<file path="config.mk">
export PLATFORM = sky130hd
export DESIGN_NAME = fp16_alu_arbiter
export DESIGN_NICKNAME = d
export VERILOG_FILES = /design/src/rtl/fp_alu_pkg.sv /design/src/rtl/rr_priority_sel.sv /design/src/rtl/fp16_alu_arbiter.sv
export SDC_FILE = /design/constraint.sdc
export NUM_CORES = 1
export LEC_CHECK = 0
export CAP_MARGIN = 0
export CELL_PAD_IN_SITES_DETAIL_PLACEMENT = 0
export CELL_PAD_IN_SITES_GLOBAL_PLACEMENT = 1
export CORE_AREA = 2 2 153 155
export DETAILED_ROUTE_END_ITERATION = 7
export DIE_AREA = 0 0 155 157
export PLACE_DENSITY_LB_ADDON = 0.1
export SLEW_MARGIN = 10
export SYNTH_ARGS = -nofsm -noshare
export SYNTH_HDL_FRONTEND = slang
export SYNTH_SLANG_ARGS = --single-unit
</file>
<file path="constraint.sdc">
create_clock -name clk -period 2.7 [get_ports clk]
set_input_delay 0.27 -clock clk [delete_from_list [all_inputs] [get_ports clk]]
set_output_delay 0.27 -clock clk [all_outputs]
set_load 0.005 [all_outputs]
</file>
<file path="src/rtl/fp_alu_pkg.sv">
// Shared definitions for the FP16 ALU arbiter.
//   FP16_W / OPMODE_W : datapath widths
//   FP16_QNAN         : canonical quiet NaN returned on a watchdog timeout
//   arb_state_t       : arbiter FSM encoding
//   fp_op_t           : one latched ALU request (opmode + three operands)
package fp_alu_pkg;

  localparam int FP16_W   = 16;
  localparam int OPMODE_W = 6;

  localparam logic [FP16_W-1:0] FP16_QNAN = 16'h7E00;

  typedef enum logic [1:0] {
    ST_IDLE  = 2'd0,
    ST_ISSUE = 2'd1,
    ST_WAIT  = 2'd2,
    ST_RESP  = 2'd3
  } arb_state_t;

  typedef struct packed {
    logic [OPMODE_W-1:0] opmode;
    logic [FP16_W-1:0]   a;
    logic [FP16_W-1:0]   b;
    logic [FP16_W-1:0]   c;
  } fp_op_t;

endpackage

</file>
<file path="src/rtl/rr_priority_sel.sv">
// Rotating-priority selector: picks the first asserted request at or after
// ptr, wrapping from N-1 back to 0.
//   req   : request vector
//   ptr   : index with highest priority this cycle
//   grant : one-hot grant (all zero when no request)
//   idx   : binary index of the granted request
//   any   : at least one request is asserted
module rr_priority_sel #(
  parameter int N  = 4,
  parameter int IW = (N > 1) ? $clog2(N) : 1
) (
  input  logic [N-1:0]  req,
  input  logic [IW-1:0] ptr,
  output logic [N-1:0]  grant,
  output logic [IW-1:0] idx,
  output logic          any
);

  always_comb begin
    int c;
    grant = '0;
    idx   = '0;
    any   = 1'b0;
    c     = 0;
    // Walk the N positions starting at ptr; the first hit wins.
    for (int i = 0; i < N; i++) begin
      c = int'(ptr) + i;
      if (c >= N) c = c - N;
      if (!any && req[c]) begin
        any      = 1'b1;
        idx      = IW'(c);
        grant[c] = 1'b1;
      end
    end
  end

endmodule

</file>
<file path="src/rtl/fp16_alu_arbiter.sv">
// Round-robin arbiter sharing one FP16 ALU between NUM_REQ requesters.
// Exactly one operation is in flight: IDLE -> ISSUE -> WAIT -> RESP -> IDLE.
//
// Ports:
//   clk, rst (async, active low)
//   req_valid / req_ready            : per-requester request and one-hot accept
//   req_a/b/c, req_opmode            : per-requester operands, lane i at [16i+15:16i]
//   resp_valid / resp_data / resp_error : one-hot result strobe, shared result, timeout flag
//   alu_in_valid, alu_opmode, alu_a/b/c : issue side of the FP16 ALU
//   alu_out, alu_out_valid           : ALU result
//   busy                             : FSM not in IDLE
//
// Build option: define FP_ARB_TIMEOUT_EN to enable the WAIT watchdog, which
// returns FP16_QNAN with resp_error=1 after TIMEOUT_CYCLES WAIT cycles.
module fp16_alu_arbiter
  import fp_alu_pkg::*;
#(
  parameter int NUM_REQ        = 4,
  parameter int TIMEOUT_CYCLES = 64
) (
  input  logic                                clk,
  input  logic                                rst,
  input  logic [NUM_REQ-1:0]                  req_valid,
  output logic [NUM_REQ-1:0]                  req_ready,
  input  logic [NUM_REQ-1:0][FP16_W-1:0]      req_a,
  input  logic [NUM_REQ-1:0][FP16_W-1:0]      req_b,
  input  logic [NUM_REQ-1:0][FP16_W-1:0]      req_c,
  input  logic [NUM_REQ-1:0][OPMODE_W-1:0]    req_opmode,
  output logic [NUM_REQ-1:0]                  resp_valid,
  output logic [FP16_W-1:0]                   resp_data,
  output logic                                resp_error,
  output logic                                alu_in_valid,
  output logic [OPMODE_W-1:0]                 alu_opmode,
  output logic [FP16_W-1:0]                   alu_a,
  output logic [FP16_W-1:0]                   alu_b,
  output logic [FP16_W-1:0]                   alu_c,
  input  logic [FP16_W-1:0]                   alu_out,
  input  logic                                alu_out_valid,
  output logic                                busy
);

  localparam int IDXW = (NUM_REQ > 1) ? $clog2(NUM_REQ) : 1;
  localparam logic [NUM_REQ-1:0] GNT0    = NUM_REQ'(1);
  localparam logic [IDXW-1:0]    LAST_IX = IDXW'(NUM_REQ - 1);

  if (NUM_REQ < 2 || NUM_REQ > 8) begin : g_bad_num_req
    $error("fp16_alu_arbiter: NUM_REQ must be 2..8");
  end
  if (TIMEOUT_CYCLES < 1) begin : g_bad_timeout
    $error("fp16_alu_arbiter: TIMEOUT_CYCLES must be >= 1");
  end

  arb_state_t        state;
  logic [IDXW-1:0]   rr_ptr;
  logic [IDXW-1:0]   gnt_idx;
  fp_op_t            op_q;

  logic [NUM_REQ-1:0] sel_gnt;
  logic [IDXW-1:0]    sel_idx;
  logic               sel_any;

  rr_priority_sel #(
    .N  (NUM_REQ),
    .IW (IDXW)
  ) u_sel (
    .req   (req_valid),
    .ptr   (rr_ptr),
    .grant (sel_gnt),
    .idx   (sel_idx),
    .any   (sel_any)
  );

  // Accept is combinational so the requester sees it in its request cycle.
  assign req_ready  = (state == ST_IDLE) ? sel_gnt : '0;
  assign busy       = (state != ST_IDLE);
  assign alu_opmode = op_q.opmode;
  assign alu_a      = op_q.a;
  assign alu_b      = op_q.b;
  assign alu_c      = op_q.c;

`ifdef FP_ARB_TIMEOUT_EN
  localparam int WDW = $clog2(TIMEOUT_CYCLES + 1);
  localparam logic [WDW-1:0] WD_LAST = WDW'(TIMEOUT_CYCLES - 1);
  logic [WDW-1:0] wdog;
  logic           resp_error_q;
  assign resp_error = resp_error_q;
`else
  assign resp_error = 1'b0;
`endif

  always_ff @(posedge clk or negedge rst) begin
    if (!rst) begin
      state        <= ST_IDLE;
      rr_ptr       <= '0;
      gnt_idx      <= '0;
      op_q         <= '0;
      alu_in_valid <= 1'b0;
      resp_valid   <= '0;
      resp_data    <= '0;
`ifdef FP_ARB_TIMEOUT_EN
      wdog         <= '0;
      resp_error_q <= 1'b0;
`endif
    end else begin
      alu_in_valid <= 1'b0;
      resp_valid   <= '0;
      unique case (state)
        ST_IDLE: begin
          if (sel_any) begin
            op_q.opmode  <= req_opmode[sel_idx];
            op_q.a       <= req_a[sel_idx];
            op_q.b       <= req_b[sel_idx];
            op_q.c       <= req_c[sel_idx];
            gnt_idx      <= sel_idx;
            alu_in_valid <= 1'b1;   // high for the single ISSUE cycle
            state        <= ST_ISSUE;
          end
        end
        ST_ISSUE: begin
`ifdef FP_ARB_TIMEOUT_EN
          wdog  <= '0;
`endif
          state <= ST_WAIT;
        end
        ST_WAIT: begin
          // alu_out_valid is only honoured here; stray pulses elsewhere drop.
          if (alu_out_valid) begin
            resp_data  <= alu_out;
            resp_valid <= GNT0 << gnt_idx;
`ifdef FP_ARB_TIMEOUT_EN
            resp_error_q <= 1'b0;
`endif
            state      <= ST_RESP;
          end
`ifdef FP_ARB_TIMEOUT_EN
          else if (wdog == WD_LAST) begin
            resp_data    <= FP16_QNAN;
            resp_error_q <= 1'b1;
            resp_valid   <= GNT0 << gnt_idx;
            state        <= ST_RESP;
          end else begin
            wdog <= wdog + 1'b1;
          end
`endif
        end
        ST_RESP: begin
          rr_ptr <= (gnt_idx == LAST_IX) ? '0 : gnt_idx + 1'b1;
          state  <= ST_IDLE;
        end
        default: state <= ST_IDLE;
      endcase
    end
  end

endmodule

</file>
==> impl_metrics.ini, run 1 <==
[outcome]
status = finished, violations left
violations = DRC, setup timing

[sta]
hold_viol_final = 0
worst_pin_slew_ns = 0.682
finalSetupViolCount = 17
fin_crit_sh_pct = 102
clock_skew_ns = 0.00666
maxClockFrequency_mhz = 364
postLayoutSetupSlackWorst_ns = -0.0499
min_period_ns = 2.75
timing.slew.headroom_pct = 54.4
slew_violations = 0
rsz0062_at_grt = yes
fin_tns_setup_ns = -0.278

[drt]
vias = 6222
dr.first_iter.drc_count = 367
drt_first_pass_iters = 8
drcViolationCount = 2
postRouteAntennaNets = 0
wl_um = 25500
viasPerCell = 5.32
wl_per_cell_um = 21.9

[clocking]
cts_sinks = 81
clk_pin_slew_worst_paths_ns = 0.07
clk_latency_ns = 0.34
cts_tree = done
ctsRootBufferMaster = clkbuf_16
cts_buffer_depth = 2
cts_buffers = 9
htree_num_levels = 3

[grt]
grt_use_total_pct = 19.1
grt_pass1_vias = 6438
grt_pass1_wl_um = 36200
grt_max_degree = 46
grt_antenna_before_repair = 0
grt.overflow.total = 0

[synth]
syn-instance-count = 534
syn_nets = 784
synthFlopType = dfrtp_1
yosys.area_share.simple_pct = 5.68
yosys.area.top_type = dfrtp_1
muxShareOfSynthArea_pct = 15.6
synth_top_family_by_area = compound AO/OA/AOI/OAI gates
ys_ff_latch = 81
synth.avg_cell_area_um2 = 10.5
synth_area_mm2 = 0.00560
synth_warnings = 0
synth_compound_area_share_pct = 32.1
synth_fa_ha_area_share_pct = 2.46
yosys-top-cells-area = dfrtp_1, mux2i_1, o2bb2ai_1
ys_types = 50
synth-seq-area-share_pct = 36.2
async_reset_ff_share_pct = 100
synthXorXnorAreaFrac_pct = 0
synth_top_area_share_pct = 36.2
synth_edf_count = 0

[place]
place_area_mm2 = 0.00932
place_inst = 1131
place.gp.congestion = 0.818
port_buffers = 318
dp.final_hpwl_um = 17700

[die]
dieArea_mm2 = 0.0243
io_pins = 320
core_area_mm2 = 0.0225
die_y_um = 157
initial_utilization_pct = 24.9
rows = 55
die_x_um = 155

[pwr]
p_leak_uw = 0.00401
powerDensity_mw_per_mm2 = 1120
power_uw = 11400
vdd.ir_drop.worst_mv = 0.478

[finish]
multi_input_area_mm2 = 0.00337
final_area_mm2 = 0.0101
drive_gt1_share_pct = 18.0
antennaDiodeCount = 0
final_cell_mix = clkdlybuf4s50_1, dfrtp_1, o2bb2ai_1, a21oi_1, buf_4
final_net_count = 1129
fill_cells = 2117
post_layout_nonfiller_instances = 1169
seqCellArea_mm2 = 0.00203
area.growth.synth_to_final_pct = 80.4
mostFrequentLayoutCell = clkdlybuf4s50_1

[job]
drv_cap = 0

[setup_path]
worst_path_dominant_cell_family = compound AO/OA/AOI/OAI gates
r2r-start = rr_ptr[0]
start_kind = flop
path_buf_inv = 6
crit_type = flop to flop
endpoint = alu_b[13]
crit_arrival_ns = 2.97
end_kind = flop
max_stage_delay_ns = 0.41
path_max_fanout = 7
r2r_setup_slack_ns = -0.05
slowest_stage = dfrtp_2
rr_endpoint = alu_b[13]
crit_cells = 13
rr_worst_depth = 13
path_cells = inv_2 -> ha_4 -> buf_6 -> buf_4 -> mux2_4 -> a221oi_4 -> a21o_4 -> buf_12 -> buf_6 -> buf_12 -> mux2i_1 -> o2bb2ai_1 -> a21oi_1
worstSetupStartpoint = rr_ptr[0]
worst_ep_required_time_ns = 2.92

[worst_hold_path]
hold_path_class = primary input to asynchronous set/reset pin
[report_power, final]
group          internal, uW  leakage (uW)  total [uW]  switching (uW)
combinational          4250       0.00295        7970            3720
sequential             1830      0.000927        2180             346
clock                   669      0.000137        1200             528
total                  6750       0.00401       11400            4600
[area by class of cell]
type,instances,share of cell area (%)
Timing Repair Buffer,391,39.8
Multi-Input combinational cell,383,33.3
Sequential cell,81,20.1
Tap cell,285,3.53
Clock buffer,11,2.50
Inverter,13,0.483
Clock inverter,5,0.297
[worst min path at each step]
| stage | startpoint | cells after the start | end | slack [ns] |
|---|---|---|---|---|
| CTS | req_b[31] | 3 | alu_b[15] | 0.48 |
| global placement | rst | 1 | alu_a[7] | 0.33 |
| finish | rst | 2 | alu_a[7] | 0.49 |
| detailed placement | rst | 1 | alu_a[7] | 0.33 |
| global route | req_b[31] | 3 | alu_b[15] | 0.50 |
| floorplan | rst | 0 | alu_a[0] | -0.03 |
[cell usage after synthesis, types with 4 or more instances]
library cell  instances
a21o_1                4
a21oi_1              49
a222oi_1             42
a22o_1               42
a22oi_1               4
a31oi_1              11
and2_1                6
and3_1                4
buf_2                 5
buf_4                 7
buf_6                11
clkbuf_1             28
dfrtp_1              81
ha_1                 11
inv_1                12
mux2_2               18
mux2i_1              60
nand2_1              36
nor2_1                5
nor2b_1               4
o221ai_1              5
o2bb2ai_1            55
[routing by layer]
layer	up-vias	GRT usage (%)	wire length, um
met5	-	0	0
met4	0	7.23	707
met3	39	5.89	2490
met2	328	33.8	12600
met1	3027	21.7	9740
li1	2828	-	-
[flip-flops by register name (all words and copies together), names as in the netlist]
signal        count
alu_opmode        6
alu_a            16
rr_ptr            2
resp_data        16
resp_valid        4
state             2
alu_c            16
alu_in_valid      1
gnt_idx           2
alu_b            16
[stage by stage]
stage	hold slack (ns)	utilization (%)	setup WS (ns)
6_report	0.486	44.9	-0.0499
5_1_grt	0.495	44.9	-0.138
4_1_cts	0.475	42.9	-0.0170
3_5_place_dp	0.334	41.4	-0.202
3_3_place_gp	0.329	41.4	-0.137
2_1_floorplan	-0.0256	-	0.00372
[kinds of logic (layout without fill, tap and decap cells)]
group / count (synthesis) / after routing
DFF: 81 / 81
other: 1 / 1
muxes: 82 / 82
and+or+nand+nor: 65 / 65
AOI/OAI and AO/OA: 224 / 224
adders and majority gates: 11 / 11
buffers and inverters: 70 / 420
[repair_timing]
action	in CTS	in global routing
gates resized for setup	27	44
setup buffers	2	13
setup endpoints to repair	18	58
hold buffers	1	0
cloned	0	6
pin swaps	13	15
endpoints found under the hold margin	43	0
Power figures use the tool's default switching activity.
==> run 2, diff against run 1 <==
--- a/config.mk
+++ b/config.mk
@@ -8,9 +8,9 @@
 export CAP_MARGIN = 0
 export CELL_PAD_IN_SITES_DETAIL_PLACEMENT = 0
 export CELL_PAD_IN_SITES_GLOBAL_PLACEMENT = 1
-export CORE_AREA = 2 2 153 155
+export CORE_AREA = 2 2 145 147
 export DETAILED_ROUTE_END_ITERATION = 7
-export DIE_AREA = 0 0 155 157
+export DIE_AREA = 0 0 147 149
 export PLACE_DENSITY_LB_ADDON = 0.1
 export SLEW_MARGIN = 10
 export SYNTH_ARGS = -nofsm -noshare
==> constraint.sdc (replaced) <==
create_clock -name clk -period 2.8 [get_ports clk]
set_input_delay 0.28 -clock clk [delete_from_list [all_inputs] [get_ports clk]]
set_output_delay 0.28 -clock clk [all_outputs]
set_load 0.005 [all_outputs]
==> impl_metrics.ini, run 2 (synthesis gave the netlist of run 1 again) <==
[outcome]
status = finished, violations left
violations = DRC, setup timing

[job]
drv_cap = 0

[finish]
area.growth.synth_to_final_pct = 81.4
fill_cells = 1882
seqCellArea_mm2 = 0.00203
drive_gt1_share_pct = 16.6
final_cell_mix = clkdlybuf4s50_1, dfrtp_1, o2bb2ai_1, mux2i_1, a21oi_1
multi_input_area_mm2 = 0.00335
final_net_count = 1130
final_util_pct = 49.4
mostFrequentLayoutCell = clkdlybuf4s50_1

[drt]
drcViolationCount = 2
postRouteAntennaNets = 0
drt_first_pass_iters = 8
viasPerCell = 5.33
vias = 6184
wl_um = 26200
dr.first_iter.drc_count = 462
wl_per_cell_um = 22.5

[clocking]
htree_num_levels = 3
cts_buffer_depth = 2
clk_pin_slew_worst_paths_ns = 0.06
ctsRootBufferMaster = clkbuf_16
hold_buffers = 0
cts_sinks = 81
cts_buffers = 9
cts_tree = done
clk_latency_ns = 0.35

[sta]
clock_skew_ns = 0.00750
fin_crit_sh_pct = 101
finalSetupViolCount = 1
min_period_ns = 2.82
slew_violations = 0
worst_pin_slew_ns = 0.790
maxClockFrequency_mhz = 355
hold_viol_final = 0
timing.hold.ws_ns = 0.0118
rsz0062_at_grt = yes
fin_tns_setup_ns = -0.0196
postLayoutSetupSlackWorst_ns = -0.0196
timing.slew.headroom_pct = 47.4

[pwr]
p_int_uw = 6650
seqPwrFrac_pct = 18.8
power_uw = 11200
comb_power_share_pct = 69.4
switchingPower_uw = 4530
vdd.ir_drop.worst_mv = 0.430
power_frac_clock_pct = 11.9
p_leak_uw = 0.00409
powerDensity_mw_per_mm2 = 1100
sw_frac_of_total_pct = 40.5

[place]
dp.final_hpwl_um = 16600
place.gp.congestion = 0.802
port_buffers = 318

[setup_path]
crit_type = flop to primary output
crit_arrival_ns = 2.54
end_kind = primary output
start_kind = flop
path_max_fanout = 6
worst_ep_required_time_ns = 2.52

[die]
die_y_um = 149
die_x_um = 147
dieArea_mm2 = 0.0219
io_pins = 320
core_area_mm2 = 0.0206
initial_utilization_pct = 27.2
rows = 53

[grt]
grt.overflow.total = 0
grt_use_total_pct = 21.2
grt_pass1_vias = 6213
grt_max_degree = 58
grt_antenna_before_repair = 1
grt_pass1_wl_um = 35700

[worst_hold_path]
hold_path_class = primary input to asynchronous set/reset pin
-- run 2: cell types whose count changed in the layout (fill, tap and decap cells not counted), sizes merged --
cell	delta
diode	+1
nor2b	+4
buf	-8
dlygate4sd3	-1
clkbuf	+4
inv	+2
bufinv	+2
clkinv	-2
-- run 2: repair_timing --
item / 4_1_cts / 5_1_grt
cloned: 2 / 14
setup buffers: 8 / 11
resized for setup: 33 / 33
endpoints found under the setup margin: 46 / 31
pin swaps: 14 / 26
-- run 2: cell type report --
cell class / instances / share of cell area [%]
Timing Repair Buffer: 388 / 39.9
Multi-Input combinational cell: 387 / 33.0
Sequential cell: 81 / 20.0
Tap cell: 275 / 3.39
Clock buffer: 9 / 2.22
Clock inverter: 7 / 0.998
Inverter: 13 / 0.480
Antenna cell: 1 / 0.0246
-- run 2: path summary, 6_finish.rpt --
check	startpoint	end	slack, ns	depth (start not counted)
worst min register to register	resp_data[2]	resp_data[2]	0.50	1
max in group asynchronous	rst	alu_a[12]	2.08	2
min in group clk	req_a[25]	alu_a[9]	0.49	3
worst min-delay path	rst	alu_c[1]	0.01	1
worst max register to register	rr_ptr[1]	alu_b[6]	0.08	11
worst max-delay path	rr_ptr[1]	req_ready[0]	-0.02	10
-- run 2: routing by layer --
| metal | global-route usage (%) | part of all wire [%] | up-vias |
|---|---|---|---|
| li1 | - | - | 2841 |
| met1 | 25.8 | 40 | 2976 |
| met2 | 36.4 | 48 | 333 |
| met3 | 6.15 | 9.1 | 34 |
| met4 | 6.44 | 2.5 | 0 |
| met5 | 0 | 0 | - |
-- run 2: per-stage QoR --
| stage | std cells | instance area, um^2 | worst slack (ns) |
|---|---|---|---|
| global placement | 1110 | 9120 | -0.221 |
| global route | 1161 | 10200 | -0.101 |
| detailed placement | 1110 | 9120 | -0.268 |
| finish | 1161 | 10200 | -0.0196 |
| CTS | 1136 | 9610 | -0.0441 |
| floorplan | 534 | 5600 | 0.00235 |
-- run 2: power groups by stage --
| stage | Clock (uW) | Combinational [uW] | Sequential (uW) |
|---|---|---|---|
| 6_report | 1330 | 7760 | 2100 |
| 4_1_cts | 1370 | 6730 | 2100 |
| 3_3_place_gp | 0 | 6320 | 2090 |
| 3_5_place_dp | 0 | 6430 | 2110 |
| 5_1_grt | 1430 | 8300 | 2170 |
| 2_1_floorplan | 0 | 3770 | 2110 |
-- run 2: critical path, cell delays in order, from the launching register on --
cell      delay (ns)
dfrtp_1         0.36
inv_2           0.07
ha_4            0.29
buf_6           0.10
mux4_2          0.54
buf_6           0.17
buf_4           0.13
a22oi_2         0.16
o221ai_2        0.10
and2_1          0.17
buf_2           0.12
